File: src/rtl/vin_bus_sched.sv
// vin_bus_sched: cycle scheduler for the shared VIN/GEN bus.
// Interleaves display fetch pairs (type 1 read + type 2 GEN output) with
// CPU mailbox transfers (type 3 write / type 4 read) and drives the strobes.
module vin_bus_sched #(
   parameter int unsigned T_SETUP    = 2,
   parameter int unsigned T_STROBE   = 4,
   parameter int unsigned T_HOLD     = 2,
   parameter int unsigned STARVE_MAX = 3
) (
   input  logic       clk,
   input  logic       _reset,
   input  logic       disp_req,
   input  logic [3:0] disp_slice,
   output logic       disp_ack,
   input  logic       _ve,
   input  logic       cpu_rd,
   input  logic [3:0] cpu_slice,
   output logic       cpu_done,
   output logic       _sm,
   output logic       _sg,
   output logic       _st,
   output logic       r_wi,
   output logic [3:0] adr,
   output logic [1:0] cyc_type
);

   localparam int unsigned PH_W = 8;
   localparam int unsigned SV_W = (STARVE_MAX < 1) ? 1 : $clog2(STARVE_MAX + 1);

   typedef enum logic [2:0] {
      IDLE,
      SETUP,
      STROBE,
      HOLD,
      SG_SETUP,
      SG_STROBE,
      SG_HOLD
   } state_t;

   state_t            state;
   logic [PH_W-1:0]   phase;
   logic [SV_W-1:0]   starve;
   logic              phase_end;
   logic              cpu_win;

   // Current phase finishes on this clock.
   assign phase_end = (phase == '0);

   // CPU takes the bus if it is alone, or if display has starved it long enough.
   assign cpu_win = !_ve && (!disp_req || (starve == SV_W'(STARVE_MAX)));

   // Sequencer: arbitration, phase counting and registered bus outputs.
   always_ff @(posedge clk) begin
      if (!_reset) begin
         state    <= IDLE;
         phase    <= '0;
         starve   <= '0;
         _sm      <= 1'b1;
         _sg      <= 1'b1;
         _st      <= 1'b1;
         r_wi     <= 1'b1;
         adr      <= 4'd0;
         cyc_type <= 2'd0;
         disp_ack <= 1'b0;
         cpu_done <= 1'b0;
      end else begin
         disp_ack <= 1'b0;
         cpu_done <= 1'b0;
         phase    <= phase - PH_W'(1);
         case (state)
            IDLE: begin
               if (cpu_win) begin
                  state    <= SETUP;
                  phase    <= PH_W'(T_SETUP - 1);
                  _st      <= 1'b0;
                  r_wi     <= cpu_rd;
                  adr      <= cpu_slice;
                  cyc_type <= {1'b1, cpu_rd};
                  starve   <= '0;
               end else begin
                  if (disp_req) begin
                     state    <= SETUP;
                     phase    <= PH_W'(T_SETUP - 1);
                     _st      <= 1'b1;
                     r_wi     <= 1'b1;
                     adr      <= disp_slice;
                     cyc_type <= 2'd1;
                  end
                  // _ve low here implies a display grant was just made.
                  if (_ve) begin
                     starve <= '0;
                  end else if (starve != SV_W'(STARVE_MAX)) begin
                     starve <= starve + SV_W'(1);
                  end
               end
            end
            SETUP: begin
               if (phase_end) begin
                  state <= STROBE;
                  phase <= PH_W'(T_STROBE - 1);
                  _sm   <= 1'b0;
               end
            end
            STROBE: begin
               if (phase_end) begin
                  state <= HOLD;
                  phase <= PH_W'(T_HOLD - 1);
                  _sm   <= 1'b1;
               end
            end
            HOLD: begin
               if (phase_end) begin
                  if (cyc_type == 2'd1) begin
                     state <= SG_SETUP;
                     phase <= PH_W'(T_SETUP - 1);
                  end else begin
                     state    <= IDLE;
                     cyc_type <= 2'd0;
                     cpu_done <= 1'b1;
                  end
               end
            end
            SG_SETUP: begin
               if (phase_end) begin
                  state <= SG_STROBE;
                  phase <= PH_W'(T_STROBE - 1);
                  _sg   <= 1'b0;
               end
            end
            SG_STROBE: begin
               if (phase_end) begin
                  state <= SG_HOLD;
                  phase <= PH_W'(T_HOLD - 1);
                  _sg   <= 1'b1;
               end
            end
            SG_HOLD: begin
               if (phase_end) begin
                  state    <= IDLE;
                  cyc_type <= 2'd0;
                  disp_ack <= 1'b1;
               end
            end
            default: begin
               state <= IDLE;
               _sm   <= 1'b1;
               _sg   <= 1'b1;
            end
         endcase
      end
   end

endmodule

File: config.mk
export PLATFORM = sky130hd
export DESIGN_NAME = vin_bus_sched
export DESIGN_NICKNAME = d
export VERILOG_FILES = /design/src/rtl/vin_bus_sched.sv
export SDC_FILE = /design/constraint.sdc
export NUM_CORES = 1
export LEC_CHECK = 0
export ABC_CLOCK_PERIOD_IN_PS = 1650
export CORE_UTILIZATION = 45
export DETAILED_ROUTE_END_ITERATION = 10
export PLACE_DENSITY = 0.86
export SLEW_MARGIN = 25
export SYNTH_ARGS = -nofsm -noshare
export SYNTH_HDL_FRONTEND = slang
export SYNTH_SLANG_ARGS = --single-unit
File: constraint.sdc
create_clock -name clk -period 1.65 [get_ports clk]
set_clock_uncertainty 0.05 [all_clocks]
set_input_delay 0.165 -clock clk [delete_from_list [all_inputs] [get_ports clk]]
set_output_delay 0.165 -clock clk [all_outputs]
set_load 0.03 [all_outputs]
# Word-level counts from Yosys, hierarchy flattened
# Cells that the tools add are included.
# classes
n_addsub	2
mul	0
div_mod_pow	0
magnitude_cmp	0
eq_ne	17
shift	0
mux	37
n_bitwise	2
n_reduce_logical	21
# op_table
operator	count
8-bit 2-to-1 mux	6
8-bit case mux with 4 select lines	1
3-bit 2-to-1 mux	9
3-bit case mux with 7 select lines	1
2-bit 2-to-1 mux	8
2-bit != test (second input constant)	8
5-bit OR reduction	2
3-bit == test (second input constant)	3
3-bit AND reduction	3
8-bit logical NOT	1
4-bit 2-to-1 mux	2
8-bit by 1-bit subtractor with 8-bit output (second input constant)	1
1-bit 2-to-1 mux	7
7-bit AND reduction	1
3-bit by 2-bit == test with 1-bit output (second input constant)	2
1-bit case mux with 3 select lines	2
2-bit case mux with 3 select lines	1
2-bit AND reduction	3
3-bit nonzero test	2
5-bit AND reduction	1
2-bit OR reduction	2
3-bit by 1-bit == test with 1-bit output (second input constant)	1
3-bit logical NOT	1
3-bit != test (second input constant)	1
other kinds (8)	10
# totals
register_bits	25
latch_bits	0
mem_bits_rw	0
romBits	0
in_bits	13
n_memories	0

# Logic depth before layout (Yosys ltp)
# Gate-level depths: netlist of the first run.
# depth
depth_word	5
ltp_mapped	6
ltp_nobuf	6

# Worst setup path before layout of the first run
# No wires, ideal clock.
# synth_timing
kind	register to register
startpoint	register phase[0]
endpoint	register state[2]
setup_ns	0.070
arrival_ns	1.606
required_time_ns	1.530
setup_slack_ns	-0.076
path_stages_with_launch	7
period_less_slack_ns	1.726
cell_sequence	dfxtp_1 > inv_1 > ha_1 > nor3b_2 > nand2_4 > or4b_1 > a21oi_1
# synth_via
elab_chain_cells	3
elab_cells_between_ends	8
classes_between	eq/ne: 6; reduce/logical: 2
# synth_lines
element	line_no	text
from (decl)	41	logic [PH_W-1:0] phase;
from (signal assigned)	69	phase <= phase - PH_W'(1);
from (signal assigned)	74	phase <= PH_W'(T_SETUP - 1);
from (signal assigned)	83	phase <= PH_W'(T_SETUP - 1);
8-bit logical NOT *	47	assign phase_end = (phase == '0);
2-bit != test (no line)	--	
7-bit AND reduction (no line) *	--	
to (signal assigned)	55	state <= IDLE;
to (signal assigned)	73	state <= SETUP;
to (signal assigned)	82	state <= SETUP;
to (decl)	40	state_t state;
# Every way passes the cells marked *; elsewhere a longest branch is shown, timed or not.
# A chain may end at the register's enable or synchronous reset.

# Final worst setup path of the first run
# Same ends and word-level chain as after synthesis.

==> metrics.txt, run 1 <==
clk_lat worst skew 0.32 ns; synth unique cells 41; Sequential Power Share 28.5%; WP depth 6; Synth area leader dfxtp_1; final hold violation count 0; IO buf count 24; Worst Hold Launch cpu_slice[0]; unrepaired setup endpoints after global routing true; chip width between 50 and 60 um; Seq/Total Area, Yosys slightly below 40%; Place WS -0.0969 ns; starting density of the core roughly 49%; grt total ovfl 0; post-synthesis instance area around 1300 um2; Async SR Flop Fraction 0%; global-route wire length before repair roughly 5000 um; largest net degree at the start of global routing 15; Reg clk slew, reported paths between 0.1 and 0.15 ns; vias in the first global route about 1200; final WL around 3300 um; critical-path maximum fanout 6; power density over cell area 1990 nW/um2; Post-Synthesis Net Count about 170; Root Buffer clkbuf_4; top post-synthesis cells by count dfxtp_1 (25), nor2_1 (16), nand2_1 (13); FF-to-FF path depth 6; via/cell ratio 5.74; drt first pass iters 4; Ys Warns 0; clock share of power between 7 and 8%; peak per-stage delay on the critical path between 0.5 and 0.6 ns; Util after Layout 69.1%; share of post-route cells with drive strength above 1 between 20% and 30%; Net count, final 208; most frequent cell after synthesis dfxtp_1; Tcrit/Tclk final 103%; Pint ~2.0 mW; Pleak ~0.74 nW; final setup margin -0.0455 ns; detailed placement HPWL between 2000 and 2500 um; reg-to-reg endpoint state[2]$_SDFFE_PN0P_; Post-synth EDFFs 0; Yosys reg bits 25; Placement Rows 18; type of the worst setup path reg2reg; Placer Congestion about 0.85; initial antenna violation count 0; Sw Pwr between 1.5 and 2 mW; area of the multi-input gates approximately 750 um2; CTS tree built; Syn Inst Count roughly 150; Routed Antenna Nets 0; Worst Path Buf+Inv 1; total CTS buffers 3; Slew HR between 70% and 80%; CP required around 1.9 ns; max-cap violation count 0; H-tree depth 1; Slew Viols, Final 0; Fillers 206; crit end category register; main area contributors after synthesis dfxtp_1 (40%), nor2_1 (4.8%), nand2_1 (3.9%), o21ai_0 (3.6%), a311oi_1 (3.5%); syn avg cell area ~8.4 um2; Reg2Reg Setup Slack -0.05 ns; core region area 2570 um2; CTS sink cnt 25; CP delay by family, top simple AND/OR/NAND/NOR gates; register area roughly 500 um2; Clock Path Buffers 2; ys flop type dfxtp_1; reg2reg start phase[0]$_SDFF_PN0_; Sw Share a little over two fifths; FMAX 590 MHz; IO Count 25; antenna diode count 0; crit path capture state[2]$_SDFFE_PN0P_; GRT Util Overall a little under a quarter; crit path launch phase[0]$_SDFF_PN0_; Final Critical Period roughly 1.7 ns; crit start category register; Worst Hold Class in2reg; part of the power in combinational logic a little under two thirds; failing checks negative setup slack; Worst-Margin Slew between 0.4 and 0.5 ns; # DRC 0; Critical Path AT about 1.9 ns; # setup viols final 2; setup_tns -0.0463 ns; Avg WL per Cell ~15 um; share of the synthesized area in the top cell type between 30% and 40%; DRT iter0 DRCs 33; Syn-to-layout area delta 41.0%; Die Area 3010 um2; highest-delay cell along the critical path or4b_1; Die H 54.9 um; vias 1269; worst-path cell chain inv_2 -> ha_4 -> nor3b_4 -> nand2_4 -> or4b_1 -> a21oi_1; status finished with violations; peak supply drop between 1 and 1.5 mV
[layout by cell type, fill, tap and decap left out, types with 3 or more instances in the layout]
cell,Yosys,routed
a311oi_1,5,5
clkbuf_4,0,3
buf_4,0,24
xnor2_1,3,3
dfxtp_1,25,21
nand3_1,3,3
o21ai_0,9,9
clkdlybuf4s50_1,0,22
o211ai_1,3,3
xor2_1,4,4
nor2_1,16,15
a21oi_1,7,7
dfxtp_2,0,3
inv_1,6,4
nand2_1,13,13
nor3_1,5,3
nor2b_1,3,3
[cell type report]
class	instances	share of cell area (%)
well taps	30	2.12
flip-flops and latches	25	28.6
inverters	6	1.27
multi-input cells	108	42.5
clock buffers	4	1.48
repair buffers	48	24.0
[worst min-delay path, stage by stage]
cell	delay (ns)
clkdlybuf4s50_1	0.41
nand2_1	0.06
a311oi_1	0.07
[worst min-delay path by stage]
stage / endpoint / slack, ns / cells after the start
floorplan: adr[0]$_SDFFE_PN0P_ / 0.27 / 2
global placement: phase[0]$_SDFF_PN0_ / 0.41 / 1
detailed placement: phase[0]$_SDFF_PN0_ / 0.42 / 1
CTS: adr[0]$_SDFFE_PN0P_ / 0.35 / 3
global route: adr[0]$_SDFFE_PN0P_ / 0.36 / 3
finish: adr[0]$_SDFFE_PN0P_ / 0.36 / 3
[metal layers]
layer,wire length [um],vias up,track usage (%)
li1,-,619,-
met4,56,0,11.5
met1,1350,596,26.7
met2,1720,50,41.6
met3,188,4,3.33
met5,0,-,0
[cell families after synthesis]
group           count (synthesis)  share of synthesized area (%)
mux                             2                           1.59
simple gates                   55                           23.8
xor+xnor                        7                           4.87
compound gates                 41                           22.2
flops                          25                           39.8
buf+inv                        16                           4.87
fa+ha+maj                       3                           2.98
[timing repair]
| action | in CTS | in global routing |
|---|---|---|
| hold buffers | 0 | 0 |
| gates resized for setup | 10 | 10 |
| setup buffers | 3 | 5 |
| setup endpoints to repair | 11 | 13 |
| pin swaps | 1 | 5 |
[power by group through the flow]
stage | Sequential [mW] | Combinational, mW | Clock, mW
CTS | 0.993 | 2.05 | 0.286
global placement | 0.976 | 1.83 | 0
global route | 1.02 | 2.41 | 0.301
detailed placement | 0.989 | 1.90 | 0
finish | 1.00 | 2.24 | 0.280
floorplan | 1.11 | 1.14 | 0
[per-stage QoR]
step / power, mW / instances / cell area [um2] / hold WS, ns
2_1_floorplan: 2.25 / 149 / 1260 / 0.274
3_5_place_dp: 2.89 / 209 / 1620 / 0.422
4_1_cts: 3.33 / 216 / 1700 / 0.347
5_1_grt: 3.73 / 221 / 1770 / 0.364
6_report: 3.53 / 221 / 1770 / 0.357
3_3_place_gp: 2.81 / 209 / 1620 / 0.413
[flip-flops by register name (all words and copies together) (netlist names)]
signal	cells
_sg	1
cpu_done	1
disp_ack	1
state	3
cyc_type	2
starve	2
phase	8
_sm	1
_st	1
r_wi	1
adr	4
Power figures use the tool's default switching activity.
==> inputs of run 2 (changes only) <==
- ABC_AREA: default -> 0
==> results of run 2 <==
The final DEF is identical to that of run 1; final timing and power are the same.
==> inputs of run 3 (changes only) <==
- CORE_UTILIZATION: 45 -> 47
- CTS_BUF_LIST: default -> sky130_fd_sc_hd__clkbuf_4 sky130_fd_sc_hd__clkbuf_8
- PLACE_DENSITY: 0.86 -> 0.89
- SLEW_MARGIN: 25 -> default
==> run 3 against run 2 <==
Net effect:
- the run still ends with negative setup slack left
- flip-flop and latch count stayed put
- design area is 2.0% higher
- combinational power is 4% higher
- final cell count stayed put
- sequential power hardly changed
- clock-buffer cell count stayed put
- critical path depth is 2 higher
- critical path type unchanged
- largest cell class unchanged
- largest power group unchanged
==> metrics.txt, run 3 (same netlist as run 1, synthesis figures left out) <==
Final Critical Period 1.78 ns (+0.0882 ns); clk_lat worst skew 0.33 ns (about the same); peak supply drop 1.46 mV (+7.4%); part of the power in combinational logic 64.3% (+0.7 points); Clock Path Buffers 2 (unchanged); detailed placement HPWL 2220 um (-5.5%); share of post-route cells with drive strength above 1 29.3% (+3.7 points); Util after Layout 72.4% (+3.3 points); Slew Viols, Final 0 (unchanged); GRT Util Overall 24.0% (+0.65 points); CTS tree built; Die Area 2890 um2 (-4.1%); Reg clk slew, reported paths 0.12 ns (-0.02 ns); final WL 3360 um (+1.5%); Net count, final 208 (unchanged); biggest regs phase x8, adr x4, state x3; Reg2Reg Setup Slack -0.13 ns (-0.09 ns); Routed Antenna Nets 0 (unchanged); antenna diode count 0 (unchanged); H-tree depth 1 (unchanged); Worst Hold Class in2reg; vias 1304 (+2.8%); max FFs per register 8 (unchanged); # DRC 0 (unchanged); max-cap violation count 0 (unchanged); largest net degree at the start of global routing 14 (-1); top sig layer met4; met2 WL 1680 um (-2.2%); DRT iter0 DRCs 23 (-30%); starting density of the core 50.4% (+1.3 points); global-route wire length before repair 5040 um (+0.98%); Root Buffer clkbuf_4; type of the worst setup path reg2reg; vias in the first global route 1228 (+2.2%); reg2reg start phase[1]$_SDFF_PN0_; Placement Rows 18 (unchanged); Die H 53.8 um (-2.1%); Worst-Margin Slew 0.470 ns (+0.0565 ns); Tcrit/Tclk final 108% (+5.3 points); FF-to-FF path depth 8 (+2); Slew HR 68.3% (-3.8 points); Sequential Power Share 27.7% (-0.8 points); Syn-to-layout area delta 43.7%; Pint 2.00 mW (+0.86%); largest register by flop count phase; Pleak 0.742 nW (+0.58%); Sw Share 45.0% (+1.1 points); total CTS buffers 3 (unchanged); via/cell ratio 5.90 (+2.8%); Sw Pwr 1.63 mW (+5.4%); chip width 53.8 um (-2.1%); final setup margin -0.134 ns (-0.0882 ns); power density over cell area 2010 nW/um2 (+0.88%); Hold Buf Count CTS 0 (unchanged); commonest non-fill, non-tap cell in the layout buf_4; crit end category register; status finished with violations; grt total ovfl 0 (unchanged); # setup viols final 9 (+7); failing checks negative setup slack; core region area 2500 um2 (-2.6%); crit start category register; IO Count 25 (unchanged); Place WS -0.0588 ns (+0.0381 ns); crit path capture phase[4]$_SDFF_PN0_; met3 wire len 194 um (+3.2%); reg-to-reg endpoint phase[4]$_SDFF_PN0_; FMAX 561 MHz (-4.9%); unrepaired setup endpoints after global routing true; Fillers 187 (-9.2%); CTS sink cnt 25 (unchanged); CP required 1.82 ns (-0.04 ns); Critical Path AT 1.96 ns (+0.05 ns); crit path launch phase[1]$_SDFF_PN0_; drt first pass iters 4 (unchanged); critical-path maximum fanout 6 (unchanged); initial antenna violation count 0 (unchanged); IO buf count 24 (unchanged); Placer Congestion 0.911 (+7.1%); WL met1 1400 um (+3.5%); final hold violation count 0 (unchanged); clock share of power 8.0% (about the same); commonest non-fill, non-tap cells in the layout buf_4 (23), clkdlybuf4s50_1 (22), dfxtp_1 (21); Avg WL per Cell 15.2 um (+1.5%)
-- run 3: stage by stage --
| stage | hold WS (ns) | total power [mW] | cell area (um2) | setup TNS [ns] | std cells |
|---|---|---|---|---|---|
| global route | 0.377 | 3.86 | 1810 | -1.77 | 221 |
| floorplan | 0.274 | 2.25 | 1260 | 0 | 149 |
| finish | 0.362 | 3.63 | 1810 | -0.924 | 221 |
| CTS | 0.351 | 3.35 | 1710 | -0.161 | 218 |
| global placement | 0.430 | 2.85 | 1640 | 0 | 211 |
| detailed placement | 0.438 | 2.92 | 1640 | -0.406 | 211 |
-- run 3: cell type report --
type | instances | area [um2] | area share, %
inverters | 6 | 22.5 | 1.24
clock buffers | 4 | 30.0 | 1.66
repair buffers | 48 | 429 | 23.7
multi-input cells | 108 | 785 | 43.4
well taps | 30 | 37.5 | 2.07
flip-flops and latches | 25 | 505 | 27.9
-- run 3: per-layer routing --
metal  vias up  global-route usage (%)
li1        628                       -
met1       611                    26.7
met2        56                    42.6
met3         9                    4.24
met4         0                    13.2
met5         -                       0
-- run 3: power groups by stage --
stage               registers (mW)  clock network [mW]  logic, mW
floorplan                     1.11                   0       1.14
global placement             0.979                   0       1.88
detailed placement           0.986                   0       1.93
CTS                          0.986               0.305       2.06
global route                  1.03               0.324       2.50
finish                        1.00               0.290       2.34
-- run 3: how the worst min path moves through the flow --
stage,from,to,slack (ns),depth (start not counted)
6_report,cpu_slice[0],adr[0]$_SDFFE_PN0P_,0.36,3
5_1_grt,cpu_slice[0],adr[0]$_SDFFE_PN0P_,0.38,3
4_1_cts,cpu_slice[1],adr[1]$_SDFFE_PN0P_,0.35,3
3_5_place_dp,_sm$_SDFFE_PN1P_,_sm$_SDFFE_PN1P_,0.44,2
3_3_place_gp,_sm$_SDFFE_PN1P_,_sm$_SDFFE_PN1P_,0.43,2
2_1_floorplan,cpu_slice[0],adr[0]$_SDFFE_PN0P_,0.27,2
-- run 3: worst max-delay path: stages, from the launching register on --
cell and delay [ns]:
dfxtp_2 0.35, inv_2 0.08, ha_4 0.13, nor3b_4 0.33, buf_4 0.18, o211ai_1 0.12, a22oi_1 0.19, buf_4 0.20
nor2_2 0.05
-- run 3: timing repair --
item / CTS / global route
resized for setup: 8 / 21
endpoints found under the setup margin: 8 / 23
pin swaps: 1 / 8
buffers inserted: 3 / 3
==> RTL edit: new RTL, config.mk and constraints of run 3 <==
Set the parameter `STARVE_MAX` to 6 (it was 3).
--- a/src/rtl/vin_bus_sched.sv
+++ b/src/rtl/vin_bus_sched.sv
@@ -5,7 +5,7 @@
    parameter int unsigned T_SETUP    = 2,
    parameter int unsigned T_STROBE   = 4,
    parameter int unsigned T_HOLD     = 2,
-   parameter int unsigned STARVE_MAX = 3
+   parameter int unsigned STARVE_MAX = 6
 ) (
    input  logic       clk,
    input  logic       _reset,
Function: same outputs for any inputs over 10 cycles, from zero or initial values and one cycle with _reset low; that may be too few to reach the edited logic, so the function may still have changed.
==> RTL edit against run 3 <==
The flow still finishes with violations (setup timing); total power fell by 5.3%; critical path type unchanged; synthesized area rose by 3.8%; setup slack improved by 60 ps; final area fell by 1.7%; sequential cell count rose by 1; wire length fell by 8.7%.
==> RTL edit: results (changes against run 3) <==
| Metric | Value |
|---|---|
| Outcome | `finished, violations left` |
| Failing checks | `setup timing` |
| Switching Share | `0.4268 (-0.02343)` |
| Logic pwr share | `0.620 (-0.023)` |
| Pre-CTS setup slack | `-155.7 ps (-96.83 ps)` |
| Via density | `5.524 (-6.4%)` |
| Setup ws final | `-74.15 ps (+59.56 ps)` |
| Compound-gate portion of the synthesized area | `0.1743 (-0.04734)` |
| CTS clk-pin slew, worst paths | `150 ps (+30 ps)` |
| Top delay family on crit path | `simple AND/OR/NAND/NOR gates` |
| Synth Area in Adders | `0.04598 (+0.01616)` |
| Worst Hold Launch | `cpu_slice[3]` |
| Synth cell types | `44 (+7.3%)` |
| CP endpoint | `phase[1]` |
| Post-Syn Area per Cell | `8.427 µm² (-0.24%)` |
| Wire length of the first global-routing pass | `5.057 mm (+0.40%)` |
| Gpl congestion | `0.8866 (-2.7%)` |
| Top flop regs | `phase (8), adr (4)` |
| Final setup violation count | `12 (+3)` |
| Sequential area share after synthesis | `0.3985 (+0.0008531)` |
| Aggregate global-route resource usage | `0.2323 (-0.007541)` |
| Post-DP Area | `1689 µm² (+3.1%)` |
| Setup TNS | `-592.1 ps (+332.2 ps)` |
| Hold WS | `417.4 ps (+55.49 ps)` |
| Most frequent cells after synthesis | `dfxtp_1, nor2_1, nand2_1` |
| P_int | `1971 µW (-1.3%)` |
| Post-synthesis mux area share | `0.04598 (+0.03007)` |
| Post-DP HPWL | `2.261 mm (+1.6%)` |
| Critical Path AT | `1900 ps (-60 ps)` |
| Hold endpoint | `adr[3]` |
| Vias in the first global route | `1,217 (-0.90%)` |
| Placed cells | `219 (+3.8%)` |
-- RTL edit: area by class of cell --
type                            instances  area, µm²
Clock buffer                            4      36.28
Fill cell                             215      765.7
Inverter                                4      15.01
Multi-Input combinational cell        115      758.2
Sequential cell                        26      524.3
Tap cell                               30      37.54
Timing Repair Buffer                   46      407.9
-- RTL edit: cells by family (layout without fill, tap and decap cells) --
logic type / Yosys count / after routing
AO/OA/AOI/OAI: 34 / 34
XOR/XNOR: 6 / 6
flip-flops: 26 / 26
AND/OR/NAND/NOR: 63 / 64
multiplexers: 6 / 6
buffers and inverters: 15 / 54
adder cells (fa/ha/maj): 5 / 5
-- RTL edit: what timing repair did --
item	4_1_cts	5_1_grt
gates resized for setup	6	9
setup endpoints to repair	14	19
cloned	1	0
pin swaps	8	4
hold buffers	0	0
setup buffers	1	0
-- RTL edit: routing by layer --
layer	part of all wire	GRT usage	routed length, µm
met4	0.0098	0.07692	30
met3	0.028	0.03611	86
met5	0	0	0
met2	0.54	0.4378	1668
met1	0.42	0.2588	1287
